<file path="src/rtl/wave_capture_wr.sv">
// wave_capture_wr: decimates a sample stream, waits for a rising trigger crossing and writes one frame to the sample RAM
// Ports: clk, rst_n (async active-low); sample_in/sample_vld input stream; trig_level threshold;
//   frame_start display-frame pulse; ram_wr_en/ram_wr_addr/ram_wr_data RAM write port (registered, latency 1);
//   busy (WAIT_TRIG or CAPTURE); capture_done (pulse with the final write of a frame).
// Optional: define WAVE_CAPTURE_AUTO_TRIG_EN to force a trigger after TIMEOUT accepted samples without a crossing.
module wave_capture_wr #(
   parameter int ADDR_W  = 10,
   parameter int DATA_W  = 12,
   parameter int DECIM   = 1,
   parameter int TIMEOUT = 4096
) (
   input  logic              clk,
   input  logic              rst_n,
   input  logic [DATA_W-1:0] sample_in,
   input  logic              sample_vld,
   input  logic [DATA_W-1:0] trig_level,
   input  logic              frame_start,
   output logic              ram_wr_en,
   output logic [ADDR_W-1:0] ram_wr_addr,
   output logic [DATA_W-1:0] ram_wr_data,
   output logic              busy,
   output logic              capture_done
);
   localparam int DCW = (DECIM > 1) ? $clog2(DECIM) : 1;
   typedef enum logic [1:0] {ARM, WAIT_TRIG, CAPTURE, HOLD} state_t;
   state_t            r_state, w_next;
   logic [DCW-1:0]    r_dcnt;
   logic [DATA_W-1:0] r_prev;
   logic              r_prev_vld;
   logic [ADDR_W-1:0] r_addr;
   logic              r_wr_en, r_done;
   logic [ADDR_W-1:0] r_wr_addr;
   logic [DATA_W-1:0] r_wr_data;
   logic              w_run, w_acc, w_cross, w_trig, w_cap, w_last;
   assign w_run   = (r_state == WAIT_TRIG) || (r_state == CAPTURE);
   assign w_acc   = w_run && sample_vld && (r_dcnt == '0);
   assign w_cross = r_prev_vld && (r_prev < trig_level) && (sample_in >= trig_level);
   assign w_cap   = (r_state == CAPTURE) && w_acc;
   assign w_last  = w_cap && (&r_addr);
`ifdef WAVE_CAPTURE_AUTO_TRIG_EN
   localparam int TW = (TIMEOUT > 1) ? $clog2(TIMEOUT) : 1;
   logic [TW-1:0] r_tcnt;
   // r_tcnt holds the number of accepted samples already seen, so the TIMEOUT-th one forces the trigger
   assign w_trig = w_acc && (r_state == WAIT_TRIG) && (w_cross || (r_tcnt == TW'(TIMEOUT - 1)));
   always_ff @(posedge clk or negedge rst_n) begin
      if (!rst_n) r_tcnt <= '0;
      else if (r_state == ARM) r_tcnt <= '0;
      else if (w_acc && (r_state == WAIT_TRIG)) r_tcnt <= r_tcnt + 1'b1;
   end
`else
   logic w_unused_timeout;
   assign w_unused_timeout = (TIMEOUT == 0);
   assign w_trig = w_acc && (r_state == WAIT_TRIG) && w_cross;
`endif
   always_ff @(posedge clk or negedge rst_n) begin
      if (!rst_n) r_state <= ARM;
      else r_state <= w_next;
   end
   // r_done marks the cycle of the final write; a frame_start seen then is dropped
   always_comb begin
      w_next = r_state;
      case (r_state)
         ARM:       w_next = WAIT_TRIG;
         WAIT_TRIG: w_next = w_trig ? CAPTURE : WAIT_TRIG;
         CAPTURE:   w_next = w_last ? HOLD : CAPTURE;
         HOLD:      w_next = (frame_start && !r_done) ? ARM : HOLD;
         default:   w_next = ARM;
      endcase
   end
   always_comb begin
      busy         = w_run;
      ram_wr_en    = r_wr_en;
      ram_wr_addr  = r_wr_addr;
      ram_wr_data  = r_wr_data;
      capture_done = r_done;
   end
   always_ff @(posedge clk or negedge rst_n) begin
      if (!rst_n) begin
         r_wr_en    <= 1'b0;
         r_done     <= 1'b0;
         r_wr_addr  <= '0;
         r_wr_data  <= '0;
         r_addr     <= '0;
         r_dcnt     <= '0;
         r_prev     <= '0;
         r_prev_vld <= 1'b0;
      end else begin
         r_wr_en <= w_trig || w_cap;
         r_done  <= w_last;
         if (w_trig || w_cap) begin
            r_wr_addr <= w_trig ? '0 : r_addr;
            r_wr_data <= sample_in;
            r_addr    <= w_trig ? ADDR_W'(1) : r_addr + 1'b1;
         end
         if (r_state == ARM) begin
            r_dcnt     <= '0;
            r_prev_vld <= 1'b0;
         end else if (w_run && sample_vld) begin
            r_dcnt <= (r_dcnt == DCW'(DECIM - 1)) ? '0 : r_dcnt + 1'b1;
         end
         if (w_acc && (r_state == WAIT_TRIG) && !w_trig) begin
            r_prev     <= sample_in;
            r_prev_vld <= 1'b1;
         end
      end
   end
endmodule

</file>
<file path="config.mk">
export PLATFORM = sky130hd
export DESIGN_NAME = wave_capture_wr
export DESIGN_NICKNAME = d
export VERILOG_FILES = /design/src/rtl/wave_capture_wr.sv
export SDC_FILE = /design/constraint.sdc
export NUM_CORES = 1
export LEC_CHECK = 0
export BUFFER_PORTS_ARGS = -buffer_cell sky130_fd_sc_hd__buf_2
export CORE_UTILIZATION = 36
export CTS_BUF_LIST = sky130_fd_sc_hd__clkbuf_2 sky130_fd_sc_hd__clkbuf_4 sky130_fd_sc_hd__clkbuf_8
export DETAILED_ROUTE_END_ITERATION = 10
export SLEW_MARGIN = 20
export SYNTH_ARGS = -nofsm -noshare
export SYNTH_HDL_FRONTEND = slang
export SYNTH_SLANG_ARGS = --single-unit
</file>
<file path="constraint.sdc">
create_clock -name clk -period 2.2 [get_ports clk]
set_input_delay 0.11 -clock clk [delete_from_list [all_inputs] [get_ports clk]]
set_output_delay 0.11 -clock clk [all_outputs]
set_load 0.05 [all_outputs]
</file>
==> flow_metrics.tcl <==
set metrics [dict create \
    outcome "finished, violations left" \
    violations "setup timing" \
    drive_above_1_share 0.405 \
    multi_input_area_um2 1410 \
    drt_pass1_iterations 5 \
    antenna_found_initial 0 \
    synthCells 236 \
    p_per_area_nw_per_um2 1110 \
    n_fill_cell 661 \
    grtUsageTotal 0.156 \
    leakagePower_uw 0.00169 \
    drv_cap 0 \
    cpMostUsedCell "a21o_1" \
    final_net_count 371 \
    core.rowCount 30 \
    grt_pass1_wl_mm 9.07 \
    initial_core_util 0.375 \
    wire_per_inst_um 13.4 \
    regArea_um2 1230 \
    clock_sinks 49 \
    yosysSeqAreaShare 0.475 \
    finalHoldViolations 0 \
    crit_chain "ha_4, a21o_1, a21o_1, a211oi_2, buf_4, nand3_4, o21ai_4, buf_12, buf_16, mux2_4" \
    finalSetupTns_ps -343 \
    fmax_mhz 444 \
    synthesis.area_um2 2580 \
    fp.dieArea_um2 7510 \
    gr-total-overflow 0 \
    vias_per_cell 4.73 \
    postRouteAntennaNets 0 \
    htree_levels 2 \
    slowest_delay_ps 410 \
    ys.warnings.count 0 \
    dp_cells 397 \
    drt-initial-drc-count 62 \
    required_ps 2390 \
    cts_buffers 5 \
    endpoint_kind "flop" \
    drc 0 \
    finalCritPeriodShare 1.02 \
    grt_pass1_vias 1964 \
    syn2layout_area_growth_pct 32.4 \
    cts_tree "built" \
    coreArea_um2 6870 \
    dp_hpwl_mm 3.96 \
    drt_wl_total_mm 5.52 \
    relSlewSlack 0.512 \
    ys_seq_elements 49 \
    worst_setup_path_start_kind "flop" \
    synth.net_count 292 \
    hp-class "primary input to flop" \
    avgSynthCellArea_um2 10.9 \
    setup_ws_ps -51.2 \
    path_class "flop to flop" \
    final_cells 412 \
    clock-skew-final_ps 5.37 \
    critPathMaxFanout 6 \
    io_pins 53 \
    layout_common_cells "buf_2, dfrtp_1, nand2_1" \
    gp_congestion 0.783 \
    vias 1948 \
    port_buffers 52 \
    die_w_um 86.6 \
    setup-violations-final 12 \
    die_y_um 86.6 \
    clock_latency_ps 300 \
    root_buffer "clkbuf_8" \
    fin_crit_ps 2250 \
    clockBufferDepth 2 \
    clk_pin_slew_ps 90 \
    peakVddDrop_mv 0.416 \
    report.final.slew_viol_count 0 \
    worst_pin_slew_ps 732 \
    rsz0062_at_grt "yes" \
    layout_commonest_cell "buf_2" \
    worstPathArrival_ps 2440 \
    grt_max_degree 33 \
    ys_types 33 \
    diodes 0 \
    critical-path-slowest-cell "dfrtp_1" \
]
==> where the power goes <==
part	switching [uW]	internal, uW
logic	1070	825
registers	169	1180
clock network	281	263
total	1520	2260
==> cell type report <==
| type | instances | area share |
|---|---|---|
| inverters | 15 | 0.0165 |
| multi-input cells | 166 | 0.414 |
| repair buffers | 78 | 0.148 |
| flip-flops and latches | 49 | 0.359 |
| clock buffers | 8 | 0.0268 |
| well taps | 96 | 0.0352 |
==> critical path: cells and delay by family, from the launching register on <==
kind	cells	cell delay [ps]
flip-flops	1	410
AND/OR/NAND/NOR	1	70
AO/OA/AOI/OAI	4	740
adder cells (fa/ha/maj)	1	220
multiplexers	1	290
buffers and inverters	3	400
==> per-layer routing <==
metal  vias up  part of all wire  global-route usage
met5         -                 0                   0
met4         0             0.011              0.0364
li1        967                 -                   -
met3         8             0.035              0.0381
met1       930              0.46               0.206
met2        43              0.49               0.260
==> final timing paths <==
check | start | endpoint | slack, ps | cells past startpoint
max in group asynchronous | rst_n | r_state[1] | 1150 | 3
min reg2reg | ram_wr_data[10] | ram_wr_data[10] | 510 | 1
max | r_prev[9] | ram_wr_data[10] | -50 | 10
min | sample_in[3] | ram_wr_data[3] | 80 | 2
max reg2reg | r_prev[9] | ram_wr_data[10] | -50 | 10
min in group asynchronous | rst_n | ram_wr_data[2] | 420 | 2
==> through the flow <==
stage	power (uW)	setup slack (ps)	instance area (um^2)	util	hold slack, ps
after floorplan	2540	0.496	2590	-	-186
after global placement	2930	-193	3090	0.450	216
after detailed placement	2960	-224	3090	0.450	221
after CTS	3720	-61.7	3350	0.487	68.6
after global routing	4000	-128	3410	0.497	75.0
final	3780	-51.2	3410	0.497	77.0
==> flip-flops by register name (all words and copies together) (netlist names) <==
name / cells
r_addr: 10
r_prev: 12
capture_done: 1
ram_wr_data: 12
ram_wr_addr: 10
ram_wr_en: 1
r_state: 2
r_prev_vld: 1
==> logic make-up after synthesis <==
family | Yosys count | share of synthesized area
simple gates | 70 | 0.125
flops | 49 | 0.475
compound gates | 35 | 0.0917
fa+ha+maj | 28 | 0.136
mux | 24 | 0.105
buf+inv | 21 | 0.0369
xor+xnor | 9 | 0.0306
==> repair_timing <==
| item | 4_1_cts | 5_1_grt |
|---|---|---|
| hold buffers | 1 | 0 |
| pin swaps | 8 | 10 |
| gates cloned | 1 | 0 |
| setup endpoints to repair | 44 | 43 |
| setup buffers | 5 | 2 |
| gates resized for setup | 16 | 12 |
| hold endpoints to repair | 30 | 0 |
==> synthesized netlist by cell type <==
cell type | count | share of area
and3_2 | 1 | 0.0029
a211oi_1 | 2 | 0.0058
o31ai_1 | 1 | 0.0029
and3_1 | 3 | 0.0073
nor3b_1 | 1 | 0.0029
nand4_1 | 6 | 0.015
o21ai_0 | 6 | 0.012
o21ai_2 | 2 | 0.0068
a21o_2 | 2 | 0.0068
clkbuf_1 | 3 | 0.0044
xnor2_1 | 4 | 0.014
a21oi_1 | 16 | 0.031
nand3_1 | 3 | 0.0058
o21a_1 | 1 | 0.0029
o21bai_1 | 1 | 0.0029
a211oi_2 | 1 | 0.0049
and2_1 | 1 | 0.0024
xor2_1 | 5 | 0.017
nor2_1 | 15 | 0.022
inv_1 | 15 | 0.022
nand2_1 | 31 | 0.045
ha_1 | 28 | 0.14
mux2_2 | 24 | 0.10
a221oi_4 | 1 | 0.010
buf_2 | 1 | 0.0019
nor2b_1 | 1 | 0.0024
dfrtp_1 | 49 | 0.48
a21o_1 | 2 | 0.0058
or3_4 | 1 | 0.0044
nand2b_1 | 2 | 0.0049
buf_6 | 2 | 0.0087
nor3_1 | 4 | 0.0078
nor2_2 | 1 | 0.0024
Note: power is estimated with default switching activity, not from simulation.
